**config.mk**
```make
export PLATFORM = sky130hd
export DESIGN_NAME = instr_fetch_unit
export DESIGN_NICKNAME = d
export VERILOG_FILES = /design/src/rtl/riscv_pkg.sv /design/src/rtl/pc_next_sel.sv /design/src/rtl/instr_fetch_unit.sv
export SDC_FILE = /design/constraint.sdc
export NUM_CORES = 1
export LEC_CHECK = 0
export ABC_AREA = 1
export BUFFER_PORTS_ARGS = -buffer_cell sky130_fd_sc_hd__buf_4
export CAP_MARGIN = 30
export CORE_ASPECT_RATIO = 1.25
export CORE_UTILIZATION = 44
export CTS_CLUSTER_SIZE = 28
export DETAILED_ROUTE_END_ITERATION = 8
export PLACE_DENSITY = 0.73
export SYNTH_ARGS = -nofsm -noshare
export SYNTH_HDL_FRONTEND = slang
export SYNTH_SLANG_ARGS = --single-unit
export TNS_END_PERCENT = 100
```
**constraint.sdc**
```tcl
create_clock -name clk -period 1.62 [get_ports clk]
set_clock_uncertainty 0.15 [all_clocks]
set_input_delay 0.324 -clock clk [delete_from_list [all_inputs] [get_ports clk]]
set_output_delay 0.324 -clock clk [all_outputs]
set_load 0.01 [all_outputs]
```
**src/rtl/riscv_pkg.sv**
```systemverilog
// ----------------------------------------------------------------------------
// riscv_pkg
// Shared definitions for the fetch stage and its neighbours.
//   XLEN           : PC, address and instruction width
//   NOP_INSTR      : canonical NOP (addi x0, x0, 0) presented after reset
//   fetch_state_t  : fetch FSM state encoding
// ----------------------------------------------------------------------------
package riscv_pkg;

    localparam int          XLEN      = 32;
    localparam logic [31:0] NOP_INSTR = 32'h0000_0013;

    typedef enum logic [1:0] {
        ST_BOOT  = 2'd0,
        ST_FETCH = 2'd1,
        ST_HOLD  = 2'd2
    } fetch_state_t;

endpackage

```
**src/rtl/pc_next_sel.sv**
```systemverilog
// ----------------------------------------------------------------------------
// pc_next_sel
// Combinational next-PC selection for the fetch stage.
//   pc           : current PC register value
//   PCSrc        : 1 = take PCTarget, 0 = sequential
//   PCTarget     : branch/jump target (low two bits may be non-zero)
//   next_pc      : PC to load on a consume (target is forced word aligned)
//   pc_plus4     : pc + 4, wraps modulo 2^XLEN
//   misalign_det : taken target has non-zero low bits
// ----------------------------------------------------------------------------
module pc_next_sel
    import riscv_pkg::*;
#(
    parameter int XLEN_P = XLEN
) (
    input  logic [XLEN_P-1:0] pc,
    input  logic              PCSrc,
    input  logic [XLEN_P-1:0] PCTarget,
    output logic [XLEN_P-1:0] next_pc,
    output logic [XLEN_P-1:0] pc_plus4,
    output logic              misalign_det
);

    logic [XLEN_P-1:0] w_target_aligned;

    assign pc_plus4         = pc + {{(XLEN_P-3){1'b0}}, 3'd4};
    // Misaligned targets are silently truncated; the pulse is informational.
    assign w_target_aligned = {PCTarget[XLEN_P-1:2], 2'b00};
    assign next_pc          = PCSrc ? w_target_aligned : pc_plus4;
    assign misalign_det     = PCSrc & (PCTarget[1:0] != 2'b00);

endmodule

```
**src/rtl/instr_fetch_unit.sv**
```systemverilog
// ----------------------------------------------------------------------------
// instr_fetch_unit
// Fetch stage: owns the PC, requests words from instruction memory over a
// req/ready handshake, holds one registered instruction for decode/execute
// and advances the PC when that instruction is consumed.
//   clk, reset        : clock, synchronous active-high reset
//   imem_req/addr     : fetch request and word address (addr == pc)
//   imem_ready/rdata  : memory accept; rdata valid in the same cycle
//   Instr/instr_valid : registered instruction and its valid flag
//   instr_accept      : downstream consume strobe (qualified by instr_valid)
//   PCSrc/PCTarget    : redirect control, sampled only on a consume
//   pc/pc_plus4       : PC of Instr and its sequential successor
//   misalign          : one-cycle pulse after a taken misaligned target
//   instr_count       : number of consumed instructions (wraps)
// ----------------------------------------------------------------------------
module instr_fetch_unit
    import riscv_pkg::*;
#(
    parameter logic [31:0] RESET_PC = 32'h0000_0000,
    parameter int          XLEN_P   = XLEN
) (
    input  logic              clk,
    input  logic              reset,
    output logic              imem_req,
    output logic [XLEN_P-1:0] imem_addr,
    input  logic              imem_ready,
    input  logic [XLEN_P-1:0] imem_rdata,
    output logic [XLEN_P-1:0] Instr,
    output logic              instr_valid,
    input  logic              instr_accept,
    input  logic              PCSrc,
    input  logic [XLEN_P-1:0] PCTarget,
    output logic [XLEN_P-1:0] pc,
    output logic [XLEN_P-1:0] pc_plus4,
    output logic              misalign,
    output logic [31:0]       instr_count
);

    fetch_state_t      r_state;
    logic [XLEN_P-1:0] r_pc;
    logic [XLEN_P-1:0] r_instr;
    logic              r_valid;
    logic              r_req;
    logic              r_misalign;
    logic [31:0]       r_count;

    logic [XLEN_P-1:0] w_next_pc;
    logic [XLEN_P-1:0] w_pc_plus4;
    logic              w_misalign_det;
    logic              w_consume;

    pc_next_sel #(
        .XLEN_P (XLEN_P)
    ) u_pc_next_sel (
        .pc           (r_pc),
        .PCSrc        (PCSrc),
        .PCTarget     (PCTarget),
        .next_pc      (w_next_pc),
        .pc_plus4     (w_pc_plus4),
        .misalign_det (w_misalign_det)
    );

    assign w_consume = r_valid & instr_accept;

    // Single-process FSM; req and valid are registered alongside the state so
    // they always match it and never glitch toward memory or decode.
    always_ff @(posedge clk) begin
        if (reset) begin
            r_state    <= ST_BOOT;
            r_pc       <= RESET_PC[XLEN_P-1:0];
            r_instr    <= NOP_INSTR[XLEN_P-1:0];
            r_valid    <= 1'b0;
            r_req      <= 1'b0;
            r_misalign <= 1'b0;
            r_count    <= 32'd0;
        end else begin
            r_misalign <= 1'b0;
            case (r_state)
                ST_BOOT: begin
                    r_req   <= 1'b1;
                    r_state <= ST_FETCH;
                end
                ST_FETCH: begin
                    if (imem_ready) begin
                        r_instr <= imem_rdata;
                        r_valid <= 1'b1;
                        r_req   <= 1'b0;
                        r_state <= ST_HOLD;
                    end
                end
                ST_HOLD: begin
                    if (w_consume) begin
                        r_pc       <= w_next_pc;
                        r_count    <= r_count + 32'd1;
                        r_valid    <= 1'b0;
                        r_req      <= 1'b1;
                        r_misalign <= w_misalign_det;
                        r_state    <= ST_FETCH;
                    end
                end
                default: begin
                    r_valid <= 1'b0;
                    r_req   <= 1'b0;
                    r_state <= ST_BOOT;
                end
            endcase
        end
    end

    assign imem_req    = r_req;
    assign imem_addr   = r_pc;
    assign Instr       = r_instr;
    assign instr_valid = r_valid;
    assign pc          = r_pc;
    assign pc_plus4    = w_pc_plus4;
    assign misalign    = r_misalign;
    assign instr_count = r_count;

endmodule

```
Yosys cells after proc, flatten, opt, wreduce, memory -nomap -nowiden --
Index checks and enable logic that the tools add are counted.
Word-level totals: bits in registers 101, input port bits 69, output and inout bits 163, word-level logic and storage cells 35
Operators by class: add/subtract/negate cells 2, equal/unequal tests 4, muxes and demuxes 10, bitwise logic cells 5, reduce and logical (&&, ||, !) cells 7
Operators by type and width (number):
- 32-bit by 1-bit adder with 32-bit output, second input constant | 1
- 32-bit by 3-bit adder with 32-bit output, second input constant | 1
- 32-bit two-way mux | 1
- 1-bit case mux with 3 select lines | 2
- 2-bit case mux with 3 select lines | 1
- 2-bit AND reduction | 3
- 1-bit two-way mux | 4
- 2-bit two-way mux | 2
- 2-bit inequality test, second input constant | 2
- 1-bit inverter | 3
- 3-bit AND reduction | 1
- 3-bit OR reduction | 1
- 1-bit AND | 2
- 2-bit by 1-bit == test with 1-bit output, second input constant | 1
- 2-bit == test, second input constant | 1
- 2-bit zero test | 1
- 2-bit nonzero test | 1

Depth between registers and ports, before layout --
Gate-level depths: netlist of run 1.
depth after elaboration 3, gate-level depth with buffers 10, depth with buffers taken out 10

Cells and area by module --
From an unflattened synthesis of run 1, not the netlist that was laid out.
Unflattened totals: cells, all modules 890, area, all modules 5733.0 sq um
By module, submodules not included:
- instr_fetch_unit | times used 1, cells an instance 613, area each 4381.7 sq um
- pc_next_sel | times used 1, cells an instance 277, area each 1351.3 sq um

Least setup slack after synthesis of run 1 --
No wires, ideal clock.
path type flip-flop to output port, start register r_pc[3] (netlist: imem_addr[3]), end output pc_plus4[22], data arrival time 1.415 ns, slack -0.269 ns, cell stages (with the launch flop) 8, path buffers 0, cells stage by stage dfxtp_1 > ha_1 > nand2_2 > nor2_4 > nand2_4 > nor2_4 > nand3_1 > and2_1
On the way: longest elaborated chain between the ends 1
Ends and longest elaborated chain:
- from (decl) | line instr_fetch_unit.sv:40 | logic [XLEN_P-1:0] r_pc;
- from (signal assigned) | line instr_fetch_unit.sv:70 | r_pc <= RESET_PC[XLEN_P-1:0];
- from (signal assigned) | line instr_fetch_unit.sv:93 | r_pc <= w_next_pc;
- 32-bit by 3-bit adder with 32-bit output | line pc_next_sel.sv:26 | assign pc_plus4 = pc + {{(XLEN_P-3){1'b0}}, 3'd4};
- to (decl) | line instr_fetch_unit.sv:34 | output logic [XLEN_P-1:0] pc_plus4,
No other way between the ends.

Worst setup path in the final report of run 1 --
start register r_pc[2] (netlist: imem_addr[2]), end output pc_plus4[20]
Same word-level chain as after synthesis.

==> results of run 1 <==
power by group:
| group | internal, mW | switching (mW) | leakage, nW | total [mW] |
|---|---|---|---|---|
| registers | 2.47 | 0.0398 | 0.812 | 2.51 |
| clock network | 1.09 | 1.09 | 0.145 | 2.18 |
| logic | 0.313 | 0.294 | 3.31 | 0.607 |
| total | 3.87 | 1.42 | 4.27 | 5.29 |
cells in the final DEF (no fill, tap or decap), drive strengths merged, types with 7 or more instances in the layout:
master,instances
o21ai,70
nor2,169
xor2,14
a21oi,80
buf,370
nand3,37
nand4,7
inv,64
dfxtp,98
nand2,237
clkbuf,9
kinds of logic after synthesis:
logic type,Yosys count,share of synthesized area [%]
AO/OA/AOI/OAI,156,14.09
AND/OR/NAND/NOR,461,35.64
buffers and inverters,126,10.98
flip-flops,98,34.91
XOR/XNOR,18,3.873
adder cells (fa/ha/maj),2,0.4452
other,1,0.06672
metrics by stage:
step	setup TNS (ns)	setup WS (ns)	power [mW]	std cells
after floorplan	-0.3359	-0.1016	2.811	867
after global placement	-5.702	-0.2398	3.149	1296
after detailed placement	-6.951	-0.2659	3.158	1296
after CTS	-14.38	-0.6280	5.304	1335
after global routing	-23.67	-0.7453	5.461	1351
final	-19.18	-0.6986	5.293	1351
final cells by class:
| class | instances | area share (%) |
|---|---|---|
| Inverter | 59 | 2.418 |
| Multi-Input combinational cell | 644 | 38.23 |
| Clock buffer | 9 | 2.431 |
| Sequential cell | 98 | 21.79 |
| Timing Repair Buffer | 370 | 32.20 |
| Tap cell | 164 | 2.215 |
| Clock inverter | 7 | 0.7159 |
synthesized netlist by cell type (all sizes together):
library cell | number | area (µm²)
nor2 | 168 | 747.0
a21oi | 80 | 400.4
dfxtp | 98 | 1962
and2 | 6 | 37.54
clkinv | 1 | 3.750
a31oi | 3 | 18.77
xnor2 | 4 | 35.03
nand2 | 237 | 927.1
nand3 | 37 | 195.2
xor2 | 14 | 182.7
ha | 2 | 25.02
o21ai | 70 | 350.3
nor3 | 2 | 10.01
nand3b | 4 | 30.03
o21a | 2 | 15.01
clkbuf | 26 | 97.59
nand4 | 7 | 56.30
o21bai | 1 | 7.510
inv | 58 | 217.7
buf | 41 | 297.8
conb | 1 | 3.750
worst max-delay path, stage by stage (launching register included):
cell	delay [ns]
dfxtp_4	0.38
ha_4	0.16
nand2_4	0.05
nor2_4	0.18
nand2_4	0.12
nor2_4	0.23
nand2_1	0.09
nand2_1	0.09
nand2_2	0.08
buf_6	0.12
registers in the layout, indices dropped and copies added, names as in the netlist:
signal,flops
Instr,32
imem_addr,30
imem_req,1
instr_count,32
instr_valid,1
misalign,1
r_state,1
routing by layer:
metal	track usage (%)	vias up	share of wire, %
li1	-	3340	-
met1	31.08	3095	38
met2	50.31	302	52
met3	4.617	52	6.6
met4	11.43	0	3.2
met5	0	-	0
worst max-delay path by stage:
stage                     slack (ns)           end  cells after the start
final                          -0.70  pc_plus4[20]                      9
after global routing           -0.75  pc_plus4[26]                      9
after CTS                      -0.63  pc_plus4[24]                     10
after detailed placement       -0.27  pc_plus4[18]                      8
after global placement         -0.24  pc_plus4[18]                      8
after floorplan                -0.10  pc_plus4[22]                      7
repair_timing:
action | in CTS | in global routing
gates cloned | 1 | 0
resized for setup | 67 | 106
setup buffers | 24 | 18
pin swaps | 35 | 50
setup endpoints to repair | 54 | 118
==> key figures, run 1 <==
Outcome
  • Run status: finished with violations
  • Violated checks: negative setup slack

Critical path
  • Worst-path maximum fanout: 5
  • Critical Path End Type: output pin
  • Worst EP required: 1.15 ns
  • Arrival @ worst endpoint: 1.84 ns
  • Reg2reg end: imem_addr[15]
  • Crit path launch type: register
  • Crit Path Category: register to output pin
  • Worst reg-to-reg path cell count: 14
  • Setup crit start: imem_addr[2]
  • RR Startpoint: imem_addr[2]
  • R2r setup slk: -0.38 ns

Synthesis
  • Post-synthesis cell type count: 31
  • Mean area per synthesized cell: 6.520 µm²
  • Synth Instances: 862
  • Sequential fraction of the synthesis area: 34.91%
  • Synthesis Warnings: 0
  • Synthesized area: 0.005620 mm²
  • FF+latch count, synth: 98

Power and ir drop
  • Peak VDD IR: 669.6 µV
  • Pwr per Cell Area: 571.5 mW/mm²
  • P_leak: 4.272 nW

STA
  • # setup viols final: 52
  • Worst Setup Slack, final: -0.6986 ns
  • Final period util: 143.1%
  • Tmin final: 2.319 ns
  • RSZ-0062 raised after global routing: true
  • Min Hold Slack: 0.02972 ns
  • Final Max Slew Viols: 0
  • Max Fclk: 431.3 MHz
  • Final Hold Viols: 0

Drt
  • Final WL: 19.72 mm
  • Drt pass-1 iters: 6
  • DR DRC count: 0
  • Initial detailed-routing violation count: 275
  • Wirelength per Cell: 14.60 µm
  • Vias: 6789
  • Vias per inst: 5.025
  • Routed Antenna Nets: 0

Floorplan
  • Total Die Area: 0.01323 mm²
  • Die width: 103.1 µm
  • Initial Util: 45.79%
  • Die Y: 128.4 µm
  • Boundary Pins: 232
  • Core area: 0.01227 mm²
  • Num rows: 45

Clock tree
  • Total CTS buffers: 9
  • Max H-tree Level: 3
  • Sink Count: 98
  • TritonCTS clock tree: built
  • Clk root buf: clkbuf_16
  • Hold Buf Count CTS: 0
  • Worst-skew pair later-pin latency: 0.36 ns
  • Longest Clk Path Bufs: 2
  • Worst-path clk slew: 0.07 ns

Global routing
  • Largest net degree at the start of global routing: 35
  • GRT Util Overall: 27.50%
  • Initial antenna violation count: 0
  • First-pass GRT wire length: 28.40 mm
  • Total gr overflow: 0
  • Vias in the first global route: 6032

Placement
  • DP Area: 0.008099 mm²
  • Final HPWL DP: 13.14 mm
  • IO buf count: 225
  • RD Place Congestion: 0.8638

Final layout
  • Footprint of the multi-input gates: 0.003541 mm²
  • Share of layout cells above drive strength 1: 47.35%
  • Final instance area: 0.009263 mm²
  • Final core utilization: 75.46%
  • Fill cells: 941
  • Sequential cell area: 0.002018 mm²
  • Final layout net count: 1253
  • P&R area growth vs syn: 64.80%
  • Antenna diodes: 0

Min path
  • Hold_sp: imem_rdata[4]
  • Hold Path Depth: 3
  • WHS Endpoint: Instr[4]
  • Type of the most critical hold path: input pin to register

Flow run
  • Max-Cap Viols: 0
Note: power is estimated with default switching activity, not from simulation.
==> run 2: changes to the inputs <==
--- a/config.mk
+++ b/config.mk
@@ -8,7 +8,7 @@
 export ABC_AREA = 1
 export BUFFER_PORTS_ARGS = -buffer_cell sky130_fd_sc_hd__buf_4
 export CAP_MARGIN = 30
-export CORE_ASPECT_RATIO = 1.25
+export CORE_ASPECT_RATIO = 0.6
 export CORE_UTILIZATION = 44
 export CTS_CLUSTER_SIZE = 28
 export DETAILED_ROUTE_END_ITERATION = 8
==> run 2 against run 1 <==
  * The flow still finishes with violations (negative setup slack)
  * Worst hold slack better by 0.014 ns
  * Maximum frequency increased by 1.9%
  * Clock-buffer cell count unchanged
  * First-iteration DRC count up 71%
  * Sequential power about the same
  * Critical path type unchanged
  * Non-clock buffer count fell by 5
  * Combinational power up 2%
  * Final cell count is 0.30% lower
  * Core utilization up 1.0 points
==> key figures, run 2 (synthesis gave the netlist of run 1 again) <==
STA
  • Fin Setup TNS: -17.36 ns (was -19.18 ns)
  • # setup viols final: 54 (was 52)
  • RSZ-0062 raised after global routing: true (unchanged)
  • Final Hold Viols: 0 (unchanged)
  • Max Fclk: 439.7 MHz (was 431.3 MHz)
  • Final period util: 140.4% (was 143.1%)
  • Worst Setup Slack, final: -0.6545 ns (was -0.6986 ns)
  • Min Hold Slack: 0.04377 ns (was 0.02972 ns)
  • Tmin final: 2.274 ns (was 2.319 ns)
  • Final Max Slew Viols: 0 (unchanged)

Final layout
  • Commonest non-fill, non-tap cells in the layout: buf_4, nand2_1, nor2_1, o21ai_0, dfxtp_1 (was buf_4, nand2_1, nor2_1, dfxtp_1, a21oi_1)
  • Final core utilization: 76.50% (was 75.46%)
  • Fill cells: 876 (was 941)
  • P&R area growth vs syn: 66.83% (was 64.80%)
  • Antenna diodes: 0 (unchanged)
  • Commonest non-fill, non-tap cell in the layout: buf_4 (unchanged)
  • Final layout net count: 1248 (was 1253)
  • Final instance area: 0.009376 mm² (was 0.009263 mm²)
  • Share of layout cells above drive strength 1: 48.56% (was 47.35%)

Placement
  • Setup WS pre-CTS: -0.3231 ns (was -0.2659 ns)
  • DP Area: 0.008160 mm² (was 0.008099 mm²)
  • IO buf count: 225 (unchanged)
  • Final HPWL DP: 14.44 mm (was 13.14 mm)
  • RD Place Congestion: 0.9260 (was 0.8638)

Critical path
  • Arrival @ worst endpoint: 1.80 ns (was 1.84 ns)
  • Crit Path Category: register to output pin (unchanged)
  • Worst EP required: 1.15 ns (about the same)
  • Critical Path End Type: output pin (unchanged)
  • Worst-path maximum fanout: 5 (unchanged)
  • Crit path launch type: register (unchanged)

Drt
  • Drt pass-1 iters: 6 (unchanged)
  • Vias per inst: 5.186 (was 5.025)
  • DR DRC count: 0 (unchanged)
  • Final WL: 22.24 mm (was 19.72 mm)
  • Initial detailed-routing violation count: 469 (was 275)
  • Vias: 6985 (was 6789)
  • Routed Antenna Nets: 0 (unchanged)
  • Wirelength per Cell: 16.51 µm (was 14.60 µm)

Outcome
  • Run status: finished with violations (unchanged)
  • Violated checks: negative setup slack (unchanged)

Global routing
  • Total gr overflow: 0 (unchanged)
  • First-pass GRT wire length: 30.91 mm (was 28.40 mm)
  • Initial antenna violation count: 0 (unchanged)
  • GRT Util Overall: 29.89% (was 27.50%)
  • Vias in the first global route: 6146 (was 6032)
  • Largest net degree at the start of global routing: 50 (was 35)

Clock tree
  • Total CTS buffers: 9 (unchanged)
  • Clk root buf: clkbuf_16 (unchanged)
  • Hold Buf Count CTS: 0 (unchanged)
  • Worst-skew pair later-pin latency: 0.35 ns (was 0.36 ns)
  • Worst-path clk slew: 0.08 ns (was 0.07 ns)
  • Max H-tree Level: 3 (unchanged)
  • TritonCTS clock tree: built (unchanged)
  • Longest Clk Path Bufs: 2 (unchanged)
  • Sink Count: 98 (unchanged)

Floorplan
  • Die width: 147.9 µm (was 103.1 µm)
  • Die Y: 89.55 µm (was 128.4 µm)
  • Num rows: 31 (was 45)
  • Core area: 0.01226 mm² (was 0.01227 mm²)
  • Boundary Pins: 232 (unchanged)
  • Initial Util: 45.86% (was 45.79%)
  • Total Die Area: 0.01324 mm² (was 0.01323 mm²)

Power and ir drop
  • P_leak: 4.346 nW (was 4.272 nW)
  • Peak VDD IR: 553.9 µV (was 669.6 µV)
  • Pwr per Cell Area: 566.1 mW/mm² (was 571.5 mW/mm²)

Flow run
  • Max-Cap Viols: 0 (unchanged)

Min path
  • Type of the most critical hold path: input pin to register (unchanged)
-- run 2: cell types whose count changed in the layout (fill, tap and decap cells not counted), sizes merged --
| cell | delta |
|---|---|
| clkinv | +1 |
| clkinvlp | +1 |
| buf | -5 |
| inv | -2 |
-- run 2: through the flow --
step / std cells / power, mW
detailed placement: 1310 / 3.163
floorplan: 867 / 2.811
global placement: 1310 / 3.154
CTS: 1357 / 5.292
finish: 1347 / 5.308
global route: 1347 / 5.489
-- run 2: area by class of cell --
cell class	count	area [µm²]	area share, %
multi-input combinational	644	3674	39.18
timing repair buffer	365	2962	31.59
sequential	98	2021	21.55
clock inverter	7	67.56	0.7206
inverter	59	221.5	2.362
tap	165	206.4	2.202
clock buffer	9	225.2	2.402
-- run 2: critical path: stages (launching register included) --
cell	delay, ns
dfxtp_4	0.38
ha_4	0.16
nand2_4	0.06
nor2_4	0.13
nand2_4	0.10
nor2_4	0.22
buf_6	0.14
xor2_2	0.13
buf_4	0.14
-- run 2: report_power, final --
part	total, mW	switching [mW]	internal [mW]
Sequential	2.52	0.0446	2.47
Clock	2.17	1.08	1.09
Combinational	0.622	0.312	0.311
-- run 2: timing repair --
item / CTS / global route
gates cloned: 1 / 0
gates resized for setup: 79 / 131
endpoints found under the setup margin: 54 / 78
pin swaps: 46 / 61
buffers inserted: 32 / 13
-- run 2: path summary, 6_finish.rpt --
path	startpoint	end	slack, ns	depth (start not counted)
hold / removal	imem_rdata[27]	Instr[27]	0.04	3
setup / recovery	imem_addr[3]	pc_plus4[18]	-0.65	8
hold reg to reg	instr_count[14]	instr_count[14]	0.32	1
setup reg to reg	imem_addr[3]	imem_addr[11]	-0.17	10
-- run 2: per-layer routing --
layer | wire length, µm | vias up | global-route usage, % | share of wire, %
li1 | - | 3325 | - | -
met1 | 9588 | 3218 | 41.07 | 43
met2 | 10190 | 394 | 48.20 | 46
met3 | 1924 | 48 | 5.867 | 8.6
met4 | 537 | 0 | 8.060 | 2.4
met5 | 0 | - | 0 | 0
